--- config.mk ---
export PLATFORM = sky130hd
export DESIGN_NAME = uart_buffered_tx
export DESIGN_NICKNAME = d
export VERILOG_FILES = /design/src/rtl/uart_buffered_tx.sv
export SDC_FILE = /design/constraint.sdc
export NUM_CORES = 1
export LEC_CHECK = 0
export CAP_MARGIN = 20
export CORE_MARGIN = 1.5
export CORE_UTILIZATION = 50
export DETAILED_ROUTE_END_ITERATION = 10
export PLACE_DENSITY = 0.64
export SLEW_MARGIN = 15
export SYNTH_ARGS = -nofsm -noshare
export SYNTH_HDL_FRONTEND = slang
export SYNTH_SLANG_ARGS = --single-unit
--- constraint.sdc ---
create_clock -name i_clk -period 5.05 [get_ports i_clk]
set_input_delay 0.7575 -clock i_clk [delete_from_list [all_inputs] [get_ports i_clk]]
set_output_delay 0.7575 -clock i_clk [all_outputs]
set_load 0.005 [all_outputs]
--- src/rtl/uart_buffered_tx.sv ---
// uart_buffered_tx
//   Buffered 8N1 UART transmitter. Bytes pushed on i_wr_en go into a small
//   FIFO; the FSM pops them and serializes each one LSB first on o_tx_line.
//   Timing comes from a 16x oversampled baud-tick divider. While the FIFO
//   still holds data, frames follow each other with no idle gap.
//
//   Optional build macro: UART_TX_PARITY_EN adds an even-parity bit between
//   the data bits and the stop bit. Without it, frames are plain 8N1.
//
// Ports
//   i_clk      system clock
//   i_reset    synchronous, active-high reset
//   i_wr_en    push strobe, one byte per cycle while high
//   i_wr_data  byte to push
//   o_full     FIFO holds FIFO_DEPTH entries (registered)
//   o_empty    FIFO holds no entries (registered)
//   o_tx_line  serial output, idles high (registered)
//   o_busy     a frame is in progress
//   o_done     one-cycle pulse on the last cycle of each stop bit (registered)
module uart_buffered_tx #(
  parameter int CLK_FREQ     = 50000000,
  parameter int BAUD         = 9600,
  parameter int DATA_BIT     = 8,
  parameter int STOPBIT_TICK = 16,
  parameter int FIFO_DEPTH   = 8
) (
  input  logic                i_clk,
  input  logic                i_reset,
  input  logic                i_wr_en,
  input  logic [DATA_BIT-1:0] i_wr_data,
  output logic                o_full,
  output logic                o_empty,
  output logic                o_tx_line,
  output logic                o_busy,
  output logic                o_done
);

  localparam int DIV_RAW = CLK_FREQ / (BAUD * STOPBIT_TICK);
  localparam int DIV     = (DIV_RAW < 1) ? 1 : DIV_RAW;
  localparam int DW      = $clog2(DIV + 1);
  localparam int TW      = $clog2(STOPBIT_TICK + 1);
  localparam int BW      = $clog2(DATA_BIT + 1);
  localparam int PW      = $clog2(FIFO_DEPTH);
  localparam int CW      = PW + 1;

  typedef enum logic [2:0] {
    IDLE,
    START,
    DATA,
`ifdef UART_TX_PARITY_EN
    PARITY,
`endif
    STOP
  } state_t;

  state_t              state_q, state_d;
  logic [DW-1:0]       div_q, div_d;
  logic [TW-1:0]       tick_q, tick_d;
  logic [BW-1:0]       bit_q, bit_d;
  logic [DATA_BIT-1:0] shreg_q, shreg_d;
  logic                par_q, par_d;
  logic [PW-1:0]       wr_ptr_q, wr_ptr_d, rd_ptr_q, rd_ptr_d;
  logic [CW-1:0]       count_q, count_d;
  logic                full_q, full_d, empty_q, empty_d;
  logic                tx_q, tx_d, done_q, done_d;
  logic [DATA_BIT-1:0] mem_q [FIFO_DEPTH];

  logic baud_tick, bit_end, have_data, pop, push;

  always_comb begin
    baud_tick = (div_q == DW'(DIV - 1));
    bit_end   = baud_tick && (tick_q == TW'(STOPBIT_TICK - 1));
    have_data = (count_q != '0);

    state_d = state_q;
    div_d   = baud_tick ? '0 : div_q + DW'(1);
    tick_d  = bit_end ? '0 : (baud_tick ? tick_q + TW'(1) : tick_q);
    bit_d   = bit_q;
    shreg_d = shreg_q;
    par_d   = par_q;
    pop     = 1'b0;

    case (state_q)
      IDLE: begin
        // Divider parked at zero so the first bit is a full STOPBIT_TICK*DIV.
        div_d  = '0;
        tick_d = '0;
        if (have_data) begin
          pop     = 1'b1;
          shreg_d = mem_q[rd_ptr_q];
          par_d   = ^mem_q[rd_ptr_q];
          bit_d   = '0;
          state_d = START;
        end
      end
      START: begin
        if (bit_end) begin
          bit_d   = '0;
          state_d = DATA;
        end
      end
      DATA: begin
        if (bit_end) begin
          shreg_d = shreg_q >> 1;
          if (bit_q == BW'(DATA_BIT - 1)) begin
`ifdef UART_TX_PARITY_EN
            state_d = PARITY;
`else
            state_d = STOP;
`endif
          end else begin
            bit_d = bit_q + BW'(1);
          end
        end
      end
`ifdef UART_TX_PARITY_EN
      PARITY: begin
        if (bit_end) state_d = STOP;
      end
`endif
      STOP: begin
        if (bit_end) begin
          if (have_data) begin
            // Reload straight into START: divider and tick counter wrap to
            // zero on this cycle, so the next start bit is full length.
            pop     = 1'b1;
            shreg_d = mem_q[rd_ptr_q];
            par_d   = ^mem_q[rd_ptr_q];
            bit_d   = '0;
            state_d = START;
          end else begin
            state_d = IDLE;
          end
        end
      end
      default: state_d = IDLE;
    endcase

    // Line level follows the next state so o_tx_line is a plain flop.
    case (state_d)
      START:   tx_d = 1'b0;
      DATA:    tx_d = shreg_d[0];
`ifdef UART_TX_PARITY_EN
      PARITY:  tx_d = par_d;
`endif
      default: tx_d = 1'b1;
    endcase

    // Look one cycle ahead so the registered pulse lands on the last stop cycle.
    done_d = (state_d == STOP) && (tick_d == TW'(STOPBIT_TICK - 1)) &&
             (div_d == DW'(DIV - 1));

    // A full FIFO still takes a byte when a pop frees a slot the same cycle.
    push     = i_wr_en && ((count_q != CW'(FIFO_DEPTH)) || pop);
    wr_ptr_d = push ? wr_ptr_q + PW'(1) : wr_ptr_q;
    rd_ptr_d = pop  ? rd_ptr_q + PW'(1) : rd_ptr_q;
    count_d  = count_q;
    if (push && !pop)      count_d = count_q + CW'(1);
    else if (pop && !push) count_d = count_q - CW'(1);
    full_d   = (count_d == CW'(FIFO_DEPTH));
    empty_d  = (count_d == '0);
  end

  always_ff @(posedge i_clk) begin
    if (i_reset) begin
      state_q  <= IDLE;
      div_q    <= '0;
      tick_q   <= '0;
      bit_q    <= '0;
      shreg_q  <= '0;
      par_q    <= 1'b0;
      wr_ptr_q <= '0;
      rd_ptr_q <= '0;
      count_q  <= '0;
      full_q   <= 1'b0;
      empty_q  <= 1'b1;
      tx_q     <= 1'b1;
      done_q   <= 1'b0;
    end else begin
      state_q  <= state_d;
      div_q    <= div_d;
      tick_q   <= tick_d;
      bit_q    <= bit_d;
      shreg_q  <= shreg_d;
      par_q    <= par_d;
      wr_ptr_q <= wr_ptr_d;
      rd_ptr_q <= rd_ptr_d;
      count_q  <= count_d;
      full_q   <= full_d;
      empty_q  <= empty_d;
      tx_q     <= tx_d;
      done_q   <= done_d;
    end
  end

  // Storage needs no reset: the cleared pointers make old contents unreachable.
  always_ff @(posedge i_clk) begin
    if (!i_reset && push) mem_q[wr_ptr_q] <= i_wr_data;
  end

  assign o_full    = full_q;
  assign o_empty   = empty_q;
  assign o_tx_line = tx_q;
  assign o_busy    = (state_q != IDLE);
  assign o_done    = done_q;

endmodule

==> results.tsv <==
metric	value	unit
peakVddDrop	0.203	mV
cpMaxStageDelayCell	nor2_1	
final-setup-viol-count	0	
crit_type	reg -> reg	
core_area	0.00924	sq mm
clkSinkCount	110	
cts_tree	yes	
die_h	101	microns
rsz0062_at_grt	false	
cts_buffers	9	
cts_resized	0	
clock_skew	0.0120	ns
start_kind	flip-flop	
internal_power	1.39	mW
worstPathMaxFanout	11	
swShare	30.2	%
start_util	51.8	%
place_inst	517	
dr_total_vias	2964	
grt_pass1_vias	2803	
nets	420	
die-area	0.0102	sq mm
switching_power	0.603	mW
ys_seq_area_share	59.4	%
gp_congestion	0.797	
p_leak	1.69	nW
maxSlewHeadroom	34.1	%
whs_path_depth	1	
synth_top_cell_area_share	40.2	%
seqPwrFrac	53.8	%
yosys-top-cells-count	edfxtp_1 (64), nor2_1 (52), dfxtp_1 (46), nand2_1 (18), a21oi_1 (17)	
clkLatencyLatePin	0.37	ns
postSynth.asyncResetShare	0	%
ios	16	
hold_slack	0.474	ns
clockBufferDepth	2	
yosys.area.top_type	edfxtp_1	
finalCritPeriodShare	66.7	%
min_period	3.37	ns
cts_root_buf	clkbuf_8	
ctsHoldBuffers	0	
crit_family	simple AND/OR/NAND/NOR gates	
rows	35	
antenna_found_initial	0	
routed_wl	8.71	mm
drive_gt1_share	10.6	%
area_growth	9.57	%
synthCells	390	
yosys_warnings	0	
cp_num_cells	8	
p_comb_share	20.3	%
grt-ovfl-total	0	
critPathMaxStageDelay	0.62	ns
synth_cell_types	51	
hold_viol	0	
avgSynthCellArea	12.3	sq um
clkPwrFrac	25.9	%
fmax	297	MHz
cap_violations	0	
final_core_util	56.7	%
postRouteAntennaNets	0	
critical_path_buf_inv_count	0	
synth_ff_type	edfxtp_1	
syn-num-nets	410	
finalSetupTns	0	ns
grt_max_degree	22	
dp_hpwl	5.98	mm
synth.most_common_cell	edfxtp_1	
cp_data_arrival_time	3.38	ns
routed_via_density	5.55	
htree_levels	3	
yosys-top-cells-area	edfxtp_1 (40%), dfxtp_1 (19%), mux4_2 (7.5%), nor2_1 (4.1%), ha_1 (2.4%)	
status	completed	
maxSlewViolCount	0	
crit_chain	ha_1, and3_1, ha_1, and4b_1, and3_1, o21ai_0, or3_1, nor2_1	
drt-initial-drc-count	84	
first_pass_iters	4	
hold_class	reg -> reg	
required	5.06	ns
ys_ff_latch	110	
worst_slew_pin_slew	0.983	ns
powerDensity	381	mW/mm^2
drc	0	
antennaDiodeCount	0	
wl_per_cell	16.3	microns
postCtsSetupBuffers	0	
netlist_area	0.00478	sq mm
stdcell_count	534	
cts.clk_slew.worst_paths	0.11	ns
synth-edff-count	64	
end_kind	flip-flop	
die_w	101	microns
grt_pass1_wl	14.1	mm
ff2ff_path_depth	8	
io_buffers	15	
grt.total_usage	18.6	%
==> area by class of cell <==
type | count | area, sq um
clock buffers | 9 | 124
clock inverters | 7 | 68.8
fillers | 790 | 4000
inverters | 9 | 33.8
multi-input cells | 253 | 1850
flip-flops and latches | 110 | 2840
well taps | 129 | 161
repair buffers | 17 | 163
==> per-layer routing <==
layer	up-vias	wire (microns)	track usage [%]	part of all wire, %
met4	0	108	5.85	1.2
met1	1441	3880	23.1	45
li1	1476	-	-	-
met2	37	4510	32.8	52
met3	10	212	3.54	2.4
met5	-	0	0	0
==> cell families (layout without fill, tap and decap cells) <==
kind of cell / after synthesis / after routing / share of synthesized area, %
simple gates: 140 / 140 / 14.8
flops: 110 / 110 / 59.4
compound gates: 61 / 61 / 8.58
buf+inv: 27 / 42 / 2.17
mux: 26 / 26 / 9.68
xor+xnor: 16 / 16 / 2.93
fa+ha+maj: 9 / 9 / 2.35
other cells: 1 / 1 / 0.0784
==> placed cells by master, fill, tap and decap left out, types with 3 or more instances in the layout <==
cell / netlist / final
a31oi_1: 4 / 4
xnor2_1: 6 / 6
and2_1: 4 / 4
a21oi_1: 17 / 17
nand2_1: 18 / 18
a211oi_1: 14 / 14
inv_6: 0 / 3
clkdlybuf4s50_1: 0 / 15
inv_1: 9 / 9
and3_1: 4 / 4
clkbuf_8: 0 / 9
nor2_1: 52 / 52
nor3_1: 16 / 14
ha_1: 9 / 9
edfxtp_1: 64 / 64
nor2b_1: 5 / 5
mux2i_1: 8 / 8
nand3b_1: 3 / 3
dfxtp_1: 46 / 45
o21ai_0: 6 / 6
nand4_1: 5 / 5
nand3_1: 12 / 12
or3_1: 3 / 3
nand2b_1: 7 / 7
xor2_1: 10 / 10
mux4_2: 16 / 16
==> registers in the layout, summed over array words and instances (netlist names), 3 cells and up, named ones only <==
name and flops:
bit_q 4, count_q 4, div_q 9, mem_q 64
rd_ptr_q 3, shreg_q 8, state_q 3, tick_q 5
wr_ptr_q 3
==> power groups by stage <==
| stage | sequential (mW) | combinational, mW | clock (mW) |
|---|---|---|---|
| after global placement | 1.10 | 0.405 | 0 |
| after global routing | 1.09 | 0.452 | 0.568 |
| after floorplan | 1.05 | 0.345 | 0 |
| after detailed placement | 1.10 | 0.409 | 0 |
| after CTS | 1.08 | 0.410 | 0.536 |
| final | 1.07 | 0.404 | 0.517 |
==> stage by stage <==
step                instance area, sq um  total power, mW  setup WS, ns
floorplan                           4780             1.39          2.24
global placement                    5030             1.50          1.63
detailed placement                  5040             1.50          1.43
CTS                                 5230             2.02          1.41
global route                        5240             2.11          1.46
finish                              5240             2.00          1.68
==> final timing paths <==
path	from	to	slack (ns)
worst min register to register	div_q[0]	div_q[0]	0.47
worst max register to register	tick_q[0]	mem_q[4][1]	1.68
worst min-delay path	div_q[0]	div_q[0]	0.47
worst max-delay path	tick_q[0]	mem_q[4][1]	1.68
No activity file was read; power rests on OpenSTA's default activity.
